===== src/rtl/mem_port_arbiter.sv =====
// mem_port_arbiter: shares the single-ported unified memory between the
// instruction-fetch path and the load/store path. One transaction at a time:
// IDLE picks a winner and registers its payload, ACCESS drives the memory
// port until mem_ack, RESP pulses the winner's done for one cycle.
// Data has fixed priority over fetch.
// Optional macro ARB_STARVE_GUARD_EN: after STARVE_MAX consecutive data
// grants with fetch waiting, the next contested grant goes to fetch.
module mem_port_arbiter #(
    parameter int ADDR_W     = 32,
    parameter int DATA_W     = 32,
    parameter int STARVE_MAX = 4
) (
    input  logic              clk,
    input  logic              rst_n,
    // fetch side
    input  logic              if_req,
    input  logic [ADDR_W-1:0] if_addr,
    output logic              if_done,
    output logic [DATA_W-1:0] if_rdata,
    // load/store side
    input  logic              d_req,
    input  logic              d_we,
    input  logic [ADDR_W-1:0] d_addr,
    input  logic [DATA_W-1:0] d_wdata,
    input  logic [3:0]        d_wstrb,
    output logic              d_done,
    output logic [DATA_W-1:0] d_rdata,
    // shared memory port
    output logic              mem_req,
    output logic              mem_we,
    output logic [ADDR_W-1:0] mem_addr,
    output logic [DATA_W-1:0] mem_wdata,
    output logic [3:0]        mem_wstrb,
    input  logic              mem_ack,
    input  logic [DATA_W-1:0] mem_rdata,
    output logic              busy
);

    if (STARVE_MAX < 1 || STARVE_MAX > 15) begin : g_bad_starve_max
        $error("mem_port_arbiter: STARVE_MAX must be in 1..15");
    end

    typedef enum logic [1:0] {
        IDLE   = 2'd0,
        ACCESS = 2'd1,
        RESP   = 2'd2
    } state_t;

    state_t            state;
    state_t            state_nxt;
    logic              grant_any;      // a request is accepted this cycle
    logic              grant_data;     // ... and it is the data side
    logic              fetch_override; // guard forces fetch to win
    logic              owner;          // 0 = fetch, 1 = data
    logic [DATA_W-1:0] resp_q;

`ifdef ARB_STARVE_GUARD_EN
    localparam logic [3:0] STARVE_LIM = 4'(STARVE_MAX);

    logic [3:0] starve_cnt;

    // Fetch takes a contested grant once data has won STARVE_MAX times in a row.
    assign fetch_override = (starve_cnt == STARVE_LIM) && if_req;

    // Count data grants made while fetch is waiting; any other grant clears.
    always_ff @(posedge clk or negedge rst_n) begin
        if (!rst_n) begin
            starve_cnt <= 4'd0;
        end else if (grant_any) begin
            if (grant_data && if_req) begin
                starve_cnt <= starve_cnt + 4'd1;
            end else begin
                starve_cnt <= 4'd0;
            end
        end
    end
`else
    assign fetch_override = 1'b0;
`endif

    // State register; reset abandons any in-flight access.
    always_ff @(posedge clk or negedge rst_n) begin
        // NOTE: sequential state uses non-blocking assignments so every flop
        // samples pre-edge values regardless of statement order.
        if (!rst_n) begin
            state <= IDLE;
        end else begin
            state <= state_nxt;
        end
    end

    // Next-state and grant decision.
    always_comb begin
        // NOTE: defaults first so no path leaves a signal unassigned (no latch).
        state_nxt  = state;
        grant_any  = 1'b0;
        grant_data = 1'b0;
        case (state)
            IDLE: begin
                if (d_req || if_req) begin
                    grant_any  = 1'b1;
                    grant_data = d_req && !fetch_override;
                    state_nxt  = ACCESS;
                end
            end
            ACCESS: begin
                if (mem_ack) begin
                    state_nxt = RESP;
                end
            end
            RESP:    state_nxt = IDLE;
            default: state_nxt = IDLE;
        endcase
    end

    // Payload, owner, response capture and registered done pulses.
    always_ff @(posedge clk or negedge rst_n) begin
        if (!rst_n) begin
            owner     <= 1'b0;
            mem_we    <= 1'b0;
            mem_addr  <= '0;
            mem_wdata <= '0;
            mem_wstrb <= 4'd0;
            resp_q    <= '0;
            if_done   <= 1'b0;
            d_done    <= 1'b0;
        end else begin
            if_done <= 1'b0;
            d_done  <= 1'b0;
            if (grant_any) begin
                owner <= grant_data;
                if (grant_data) begin
                    mem_we    <= d_we;
                    mem_addr  <= d_addr;
                    mem_wdata <= d_wdata;
                    mem_wstrb <= d_wstrb;
                end else begin
                    mem_we    <= 1'b0;
                    mem_addr  <= if_addr;
                    mem_wdata <= '0;
                    mem_wstrb <= 4'd0;
                end
            end
            if (state == ACCESS && mem_ack) begin
                resp_q  <= mem_rdata;
                if_done <= !owner;
                d_done  <= owner;
            end
        end
    end

    // mem_req decodes the state flop, so reset drops it asynchronously.
    assign mem_req  = (state == ACCESS);
    assign busy     = (state != IDLE);
    assign if_rdata = resp_q;
    assign d_rdata  = resp_q;

endmodule


===== config.mk =====
export PLATFORM = sky130hd
export DESIGN_NAME = mem_port_arbiter
export DESIGN_NICKNAME = d
export VERILOG_FILES = /design/src/rtl/mem_port_arbiter.sv
export SDC_FILE = /design/constraint.sdc
export NUM_CORES = 1
export LEC_CHECK = 0
export BUFFER_PORTS_ARGS = -buffer_cell sky130_fd_sc_hd__clkbuf_2
export CAP_MARGIN = 0
export CORE_AREA = 2 2 107 109
export DETAILED_ROUTE_END_ITERATION = 8
export DIE_AREA = 0 0 109 111
export GPL_TIMING_DRIVEN = 0
export PLACE_DENSITY = 0.8
export SYNTH_ARGS = -nofsm -noshare
export SYNTH_HDL_FRONTEND = slang
export SYNTH_SLANG_ARGS = --single-unit

===== constraint.sdc =====
create_clock -name clk -period 3.9 [get_ports clk]
set_input_delay 0.39 -clock clk [delete_from_list [all_inputs] [get_ports clk]]
set_output_delay 0.39 -clock clk [all_outputs]
set_load 0.02 [all_outputs]

* Word-level counts from Yosys, hierarchy flattened
Index checks and enable logic that the tools add are counted.
Operators by class: add/sub/neg operators 0, $mul 0, multiplexer cells 13, order comparisons 0, bitwise logic cells 0, equal/unequal tests 3, reduce and logical (&&, ||, !) cells 6, shifts and indexed selects 0, div/mod/pow operators 0
Operators with widths (count):
- $mux W32 | 2
- $mux W1 | 7
- $mux W2 | 2
- $mux W4 | 1
- $pmux W2 S2 | 1
- $eq A2 B1 Y1 const B | 1
- $logic_not A2 Y1 | 1
- $ne A2 B1 Y1 const B | 1
- $ne A2 B2 Y1 const B | 1
- $reduce_and A2 Y1 | 1
- $reduce_bool A2 Y1 | 1
- $logic_and A1 B1 Y1 | 1
- $logic_not A1 Y1 | 1
- $logic_or A1 B1 Y1 | 1
Storage, ports and cells: RAM bits 0, output and inout port bits 137, memories kept 0, input port bits 138, bits in latches 0, memory bits (read-only) 0, logic and storage cells 31, flip-flop bits (word level) 106

* Longest topological paths before layout
Gate-level depths: netlist of run 1.
depth in word-level cells 4, mapped depth 6, depth with buffers taken out 4

* Worst setup path after synthesis of run 1
OpenSTA, ideal clock, no wires.
path kind input port to flip-flop, from input if_req, to register mem_addr[2], cell stages on the path 6, data arrival time 1.304 ns, setup time 0.156 ns, buffers on the path 3, slack 2.439 ns, data required time 3.744 ns, path through buf_4 or3b_1 buf_4 buf_6 o22ai_2 a221oi_1
Between the ends: longest elaborated chain between the ends 4, elaborated cells between the ends (all ways) 6, classes of those cells mux (5); reduce/logical (1)
Ends and longest elaborated chain:
- start, declared | RTL line 16 | input logic if_req,
- $logic_or A1 B1 Y1 (*) | RTL line 100 | if (d_req || if_req) begin
- $mux W1 | RTL line 100
- $mux W1 | RTL line 98 | case (state)
- $mux W32 | RTL line 132 | if (grant_data) begin
- end signal, assigned | RTL line 134 | mem_addr <= d_addr;
- end signal, assigned | RTL line 139 | mem_addr <= if_addr;
- end, declared | RTL line 31 | output logic [ADDR_W-1:0] mem_addr,
Mark *: on every way between the ends. The rest lies on a longest branch, timed or not. A chain may end at the register's enable or synchronous reset.

* Worst setup path after layout of run 1
from register state[1], to register mem_addr[2]
Between the ends: longest elaborated chain between the ends 3, elaborated cells between the ends (all ways) 4, classes of those cells mux (3); reduce/logical (1)
Ends and longest elaborated chain:
- start, declared | RTL line 49 | state_t state;
- start signal, assigned | RTL line 88 | state <= state_nxt;
- $logic_not A2 Y1 (*) | RTL line 98
- $mux W1 | RTL line 98
- $mux W32 | RTL line 132
Marked as above.

==> results of run 1 <==
==> Yosys cell counts <==
master / n
clkbuf_1: 7
dfrtp_1: 106
buf_6: 3
a221oi_1: 17
o22ai_2: 29
and2b_1: 1
a21o_1: 1
a221oi_2: 15
buf_2: 13
buf_4: 37
nor2_2: 2
clkinv_1: 1
and3_1: 1
nand2_2: 1
inv_1: 35
nor2_1: 33
a22o_1: 37
or3b_1: 1
mux2_2: 32
o21ai_0: 2
o22ai_1: 3
==> logic make-up after synthesis <==
| group | after synthesis | share of synthesized area (%) |
|---|---|---|
| AO/OA/AOI/OAI | 104 | 22.8 |
| multiplexers | 32 | 7.49 |
| AND/OR/NAND/NOR | 39 | 3.43 |
| buffers and inverters | 96 | 11.2 |
| flip-flops | 106 | 55.1 |
==> per-stage QoR <==
step / setup WS (ns) / power (mW) / std cells / hold WS [ns]
global route: 1.97 / 6.56 / 810 / 0.169
finish: 2.11 / 6.21 / 810 / 0.115
CTS: 2.03 / 6.26 / 810 / 0.135
floorplan: 2.44 / 4.25 / 377 / 0.0944
detailed placement: 2.03 / 5.40 / 794 / 0.482
global placement: 1.08 / 5.29 / 793 / 0.483
==> metal layers <==
| layer | GRT usage (%) | share of wire [%] | vias to the layer above |
|---|---|---|---|
| met1 | 26.2 | 40 | 1984 |
| met3 | 3.47 | 6.9 | 20 |
| met2 | 37.9 | 52 | 192 |
| li1 | - | - | 1893 |
| met5 | 0 | 0 | - |
| met4 | 7.61 | 1.9 | 0 |
==> power by group <==
part | internal [mW] | switching, mW | total [mW] | leakage [nW]
Combinational | 1.38 | 1.88 | 3.26 | 2.16
Clock | 0.451 | 0.395 | 0.846 | 0.134
Sequential | 1.65 | 0.449 | 2.10 | 1.27
==> state kept, by name, summed over array words and instances (netlist names) <==
signal	flops
state	2
mem_wstrb	4
if_done	1
mem_we	1
mem_wdata	32
owner	1
mem_addr	32
d_rdata	32
d_done	1
==> worst min path at each step <==
stage | from | end | slack (ns) | depth (start not counted)
floorplan | rst_n | d_done$_DFF_PN0_ | 0.09 | 0
global placement | mem_wdata[6]$_DFFE_PN0P_ | mem_wdata[6]$_DFFE_PN0P_ | 0.48 | 1
detailed placement | mem_wdata[21]$_DFFE_PN0P_ | mem_wdata[21]$_DFFE_PN0P_ | 0.48 | 1
CTS | rst_n | mem_addr[26]$_DFFE_PN0P_ | 0.14 | 1
global route | rst_n | mem_addr[1]$_DFFE_PN0P_ | 0.17 | 1
finish | rst_n | mem_addr[29]$_DFFE_PN0P_ | 0.12 | 1
==> final cells by class <==
cell class,count,area (um^2),share of cell area (%)
multi-input combinational,175,1620,24.3
inverter,36,135,2.03
clock buffer,10,239,3.58
sequential,106,2650,39.8
buffer,60,403,6.04
timing repair buffer,274,1400,20.9
tap,143,179,2.68
clock inverter,6,42.5,0.638
==> worst reg2reg max path, stage by stage, from the launching register on <==
cell      delay (ns)
dfrtp_1         0.40
nor2_2          0.28
inv_1           0.13
nor2_2          0.30
buf_2           0.38
a221oi_1        0.14
==> results.json, run 1 <==
{
  "crit_chain": "nor2_2 > inv_1 > nor2_2 > buf_2 > a221oi_1",
  "r2r_start": "state[1]$_DFFE_PN0P_",
  "layout_commonest_cell": "clkbuf_2",
  "cts_root_buf": "clkbuf_16",
  "cap_violations": 0,
  "synth_cell_types": 21,
  "track_usage_pct": 21.5,
  "ant_nets": 0,
  "vias_per_cell": 5.05,
  "dieArea_mm2": 0.0121,
  "cts_num_sinks": 106,
  "core_area_mm2": 0.0111,
  "antennaDiodeCount": 0,
  "die_y_um": 111,
  "rr_endpoint": "mem_addr[2]$_DFFE_PN0P_",
  "dp_hpwl_mm": 10.2,
  "cp_num_cells": 5,
  "cp-startpoint": "state[1]$_DFFE_PN0P_",
  "status": "finished, final reports clean",
  "post_dp_cell_area_mm2": 0.00639,
  "finalCritPeriodShare_pct": 45.9,
  "cts.reportedPaths.clkPinSlew_ns": 0.07,
  "hp-class": "in2async",
  "path_max_fanout": 10,
  "cts_tree": "built",
  "path_buf_inv": 2,
  "gr-total-overflow": 0,
  "design_area_mm2": 0.00667,
  "syn_area_per_cell_um2": 12.8,
  "critical_path.top_delay_family": "simple AND/OR/NAND/NOR gates",
  "wire_per_inst_um": 16.1,
  "layout-drive-gt1-share_pct": 63.3,
  "worstSetupEndpointType": "flop",
  "crit_type": "reg2reg",
  "start_kind": "flop",
  "post_cts_buffers": 0,
  "finalMaxSlewViolations": 0,
  "cts_hold_buf": 0,
  "fill_cells": 919,
  "grt_pass1_vias": 4203,
  "ir_worst_vdd_uv": 472,
  "synth_area_leaders": "dfrtp_1 (55%), o22ai_2 (7.5%), mux2_2 (7.5%)",
  "gp_congestion": 0.812,
  "clock_path_buffers": 2,
  "syn_area_mm2": 0.00481,
  "fin_util_pct": 60.2,
  "initial_core_util_pct": 43.5,
  "cts_buffers": 9,
  "cts_resized": 0,
  "leakage_nw": 3.56,
  "rsz0062_at_grt": "false",
  "area_growth_pct": 38.6,
  "synth.largest_area_cell": "dfrtp_1",
  "max_stage_delay_ns": 0.40,
  "clock_skew_ns": 0.00428,
  "grt_pass1_wl_mm": 20.5,
  "ys_ff_latch": 106,
  "finalSetupViolations": 0,
  "worstSkewPairLatency_ns": 0.33,
  "crit_path_frequent_cell": "nor2_2",
  "synth_seq_area_share_pct": 55.1,
  "antenna_found_initial": 0,
  "grt_max_degree": 59,
  "yosysWarnings": 0,
  "synth_top_area_share_pct": 55.1,
  "numPortBuffers": 273,
  "rows": 39,
  "layout.nets": 800,
  "r2r_slack_ns": 2.11,
  "rr_worst_depth": 5,
  "drt_wl_total_mm": 13.1,
  "post-route-drc-count": 0,
  "relSlewSlack_pct": 48.9,
  "fin_crit_ns": 1.79,
  "hold_viol": 0,
  "mostFrequentLayoutCells": "clkbuf_2 (272), dfrtp_1 (106), buf_4 (37), a22o_1 (37), inv_1 (35)",
  "critical_path_arrival_ns": 1.97,
  "cp.required_ns": 4.08,
  "power.density_mw_per_mm2": 931,
  "crit_path_end": "mem_addr[2]$_DFFE_PN0P_",
  "io_pins": 275,
  "finalSetupTns_ns": 0,
  "synthesis.nets": 515,
  "cts_max_level": 3,
  "cp_slowest_cell": "dfrtp_1",
  "dr.pass1.iters": 4,
  "syn_inst": 377,
  "drtIter0Drc": 201,
  "die_w_um": 109,
  "tightest_slew_ns": 0.767,
  "fmax_mhz": 559,
  "vias": 4089
}
No activity file was read; power rests on OpenSTA's default activity.
==> inputs of run 2 (changes only) <==
==> config.mk (replaced) <==
export PLATFORM = sky130hd
export DESIGN_NAME = mem_port_arbiter
export DESIGN_NICKNAME = d
export VERILOG_FILES = /design/src/rtl/mem_port_arbiter.sv
export SDC_FILE = /design/constraint.sdc
export NUM_CORES = 1
export LEC_CHECK = 0
export ABC_AREA = 1
export BUFFER_PORTS_ARGS = -buffer_cell sky130_fd_sc_hd__clkbuf_2
export CAP_MARGIN = 0
export CORE_MARGIN = 2
export CORE_UTILIZATION = 40
export DETAILED_ROUTE_END_ITERATION = 8
export GPL_TIMING_DRIVEN = 0
export PLACE_DENSITY = 0.77
export SYNTH_ARGS = -nofsm -noshare
export SYNTH_HDL_FRONTEND = slang
export SYNTH_SLANG_ARGS = --single-unit
==> constraint.sdc (replaced) <==
create_clock -name clk -period 1.5 [get_ports clk]
set_input_delay 0.15 -clock clk [delete_from_list [all_inputs] [get_ports clk]]
set_output_delay 0.15 -clock clk [all_outputs]
set_load 0.02 [all_outputs]
==> results.json, run 2 <==
{
  "status": "finished, final reports clean",
  "post_dp_cell_area_mm2": 0.00644,
  "rsz0062_at_grt": "false",
  "power.density_mw_per_mm2": 2260,
  "place_ws_ns": 0.00815,
  "dr.pass1.iters": 4,
  "clock_path_buffers": 2,
  "drt_wl_total_mm": 13.9,
  "yosysMostFrequentCell": "nand2_1",
  "io_pins": 275,
  "synth_edf_count": 0,
  "initial_core_util_pct": 40.8,
  "cts_buffers": 9,
  "synth_mux_area_share_pct": 0,
  "crit_type": "reg2reg",
  "switching_share_pct": 46.1,
  "synth_top_cells_by_count": "nand2_1 (266), dfrtp_1 (106), nand3_1 (101)",
  "ys_ff_latch": 106,
  "holdWs_ns": 0.00998,
  "ant_nets": 0,
  "layout_setup_ws_ns": 0.130,
  "dp_hpwl_mm": 10.5,
  "grt_pass1_vias": 4554,
  "relSlewSlack_pct": 43.5,
  "ir_worst_vdd_uv": 977,
  "path_max_fanout": 10,
  "syn_area_mm2": 0.00488,
  "synth_area_leaders": "dfrtp_1 (54%), nand2_1 (20%), nand3_1 (10%)",
  "fill_cells": 1114,
  "finalMaxSlewViolations": 0,
  "leakage_nw": 4.34,
  "vias_per_cell": 4.55,
  "die_y_um": 114,
  "fin_crit_ns": 1.37,
  "synthesis.nets": 755,
  "hold_viol": 0,
  "layout-drive-gt1-share_pct": 38.0,
  "synth_cell_types": 17,
  "cts_max_level": 3,
  "tightest_slew_ns": 0.848,
  "dieArea_mm2": 0.0131,
  "synth_top_area_share_pct": 54.4,
  "cts_num_sinks": 106,
  "cap_violations": 0,
  "synth_seq_area_share_pct": 54.4,
  "comb_power_share_pct": 51.7,
  "synth.largest_area_cell": "dfrtp_1",
  "netSwitchingPower_mw": 7.25,
  "fin_util_pct": 58.1,
  "drtIter0Drc": 270,
  "core_area_mm2": 0.0120,
  "antenna_found_initial": 0,
  "layout.nets": 1057,
  "worstSetupEndpointType": "flop",
  "gr-total-overflow": 0,
  "finalCritPeriodShare_pct": 91.3,
  "area_growth_pct": 42.5,
  "clock_skew_ns": 0.00852,
  "synth_top_family_by_area": "simple AND/OR/NAND/NOR gates",
  "cts.reportedPaths.clkPinSlew_ns": 0.07,
  "start_kind": "flop",
  "design_area_mm2": 0.00695,
  "post-route-drc-count": 0,
  "track_usage_pct": 21.5,
  "synthArstFlopShare_pct": 100,
  "synth-compound-area-share_pct": 0.436,
  "die_w_um": 114,
  "hp-class": "in2reg",
  "yosysWarnings": 0,
  "syn_area_per_cell_um2": 7.90,
  "syn_inst": 617,
  "power_mw": 15.7,
  "r2r_slack_ns": 0.13,
  "internal_power_mw": 8.48,
  "cts_tree": "built",
  "grt_max_degree": 107,
  "grt_pass1_wl_mm": 22.3,
  "clockPowerShare_pct": 15.4,
  "mostFrequentLayoutCells": "clkbuf_2 (272), nand2_1 (266), dfrtp_1 (106)",
  "synth-xor-area-share_pct": 0,
  "synth-simple-area-share_pct": 31.8,
  "layout_commonest_cell": "clkbuf_2",
  "cts_root_buf": "clkbuf_16",
  "synth_adder_area_share_pct": 0,
  "gp_congestion": 0.807,
  "power_frac_seq_pct": 33.0,
  "ys.flop_type": "dfrtp_1",
  "antennaDiodeCount": 0,
  "numPortBuffers": 273,
  "worstSkewPairLatency_ns": 0.33,
  "fmax_mhz": 730,
  "cp.required_ns": 1.72,
  "finalSetupViolations": 0,
  "vias": 4876,
  "rows": 40,
  "wire_per_inst_um": 13.0,
  "critical_path_arrival_ns": 1.59
}
==> run 2: final timing paths <==
kind,from,end,cells past startpoint
max reg2reg,state[1]$_DFFE_PN0P_,mem_addr[8]$_DFFE_PN0P_,7
min in group asynchronous,rst_n,mem_addr[3]$_DFFE_PN0P_,2
min reg2reg,owner$_DFFE_PN0P_,if_done$_DFF_PN0_,1
min,mem_rdata[13],d_rdata[13]$_DFFE_PN0P_,3
max in group asynchronous,rst_n,state[1]$_DFFE_PN0P_,2
max,state[1]$_DFFE_PN0P_,mem_addr[8]$_DFFE_PN0P_,7
==> run 2: area by class of cell <==
| type | instances | area (um^2) | area share (%) |
|---|---|---|---|
| well taps | 147 | 184 | 2.65 |
| flip-flops and latches | 106 | 2650 | 38.2 |
| plain buffers | 66 | 408 | 5.87 |
| clock inverters | 6 | 70.1 | 1.01 |
| multi-input cells | 378 | 1580 | 22.7 |
| inverters | 67 | 251 | 3.62 |
| repair buffers | 291 | 1570 | 22.5 |
| clock buffers | 10 | 239 | 3.44 |
==> run 2: power groups by stage <==
stage	sequential (mW)	combinational (mW)	clock [mW]
detailed placement	5.20	8.07	0
CTS	5.18	8.11	2.49
floorplan	6.72	3.56	0
global placement	5.16	7.92	0
finish	5.18	8.12	2.42
global route	5.34	8.95	2.63
==> run 2: per-stage QoR <==
stage / setup TNS (ns) / instances
after floorplan: 0 / 617
final: 0 / 1071
after CTS: 0 / 1070
after detailed placement: 0 / 1037
after global placement: -119.36 / 1037
after global routing: 0 / 1071
==> run 2: critical path, stage by stage (launching register included) <==
cell	delay [ns]
dfrtp_1	0.44
nor2_4	0.07
buf_12	0.14
nand2_1	0.14
buf_2	0.25
nand2_1	0.09
nand3_1	0.07
nand2_1	0.06
==> run 2: repair_timing <==
| item | CTS | global route |
|---|---|---|
| hold endpoints to repair | 122 | 0 |
| hold buffers | 17 | 0 |
| gates resized for setup | 0 | 4 |
| buffers inserted | 0 | 1 |
| setup endpoints to repair | 2 | 41 |
| pin swaps | 1 | 1 |
==> run 2: routing by layer <==
layer	share of wire (%)	track usage (%)	wire, um	vias to the layer above
li1	-	-	-	2456
met1	41	27.6	5770	2182
met2	50	36.1	6920	203
met3	5.8	3.55	815	35
met4	3.1	9.02	425	0
met5	0	0	0	-
==> run 2: cell families (layout without fill, tap and decap cells) <==
family                 after synthesis  after routing
AND/OR/NAND/NOR                    375            375
buffers and inverters              133            440
flip-flops                         106            106
AO/OA/AOI/OAI                        3              3
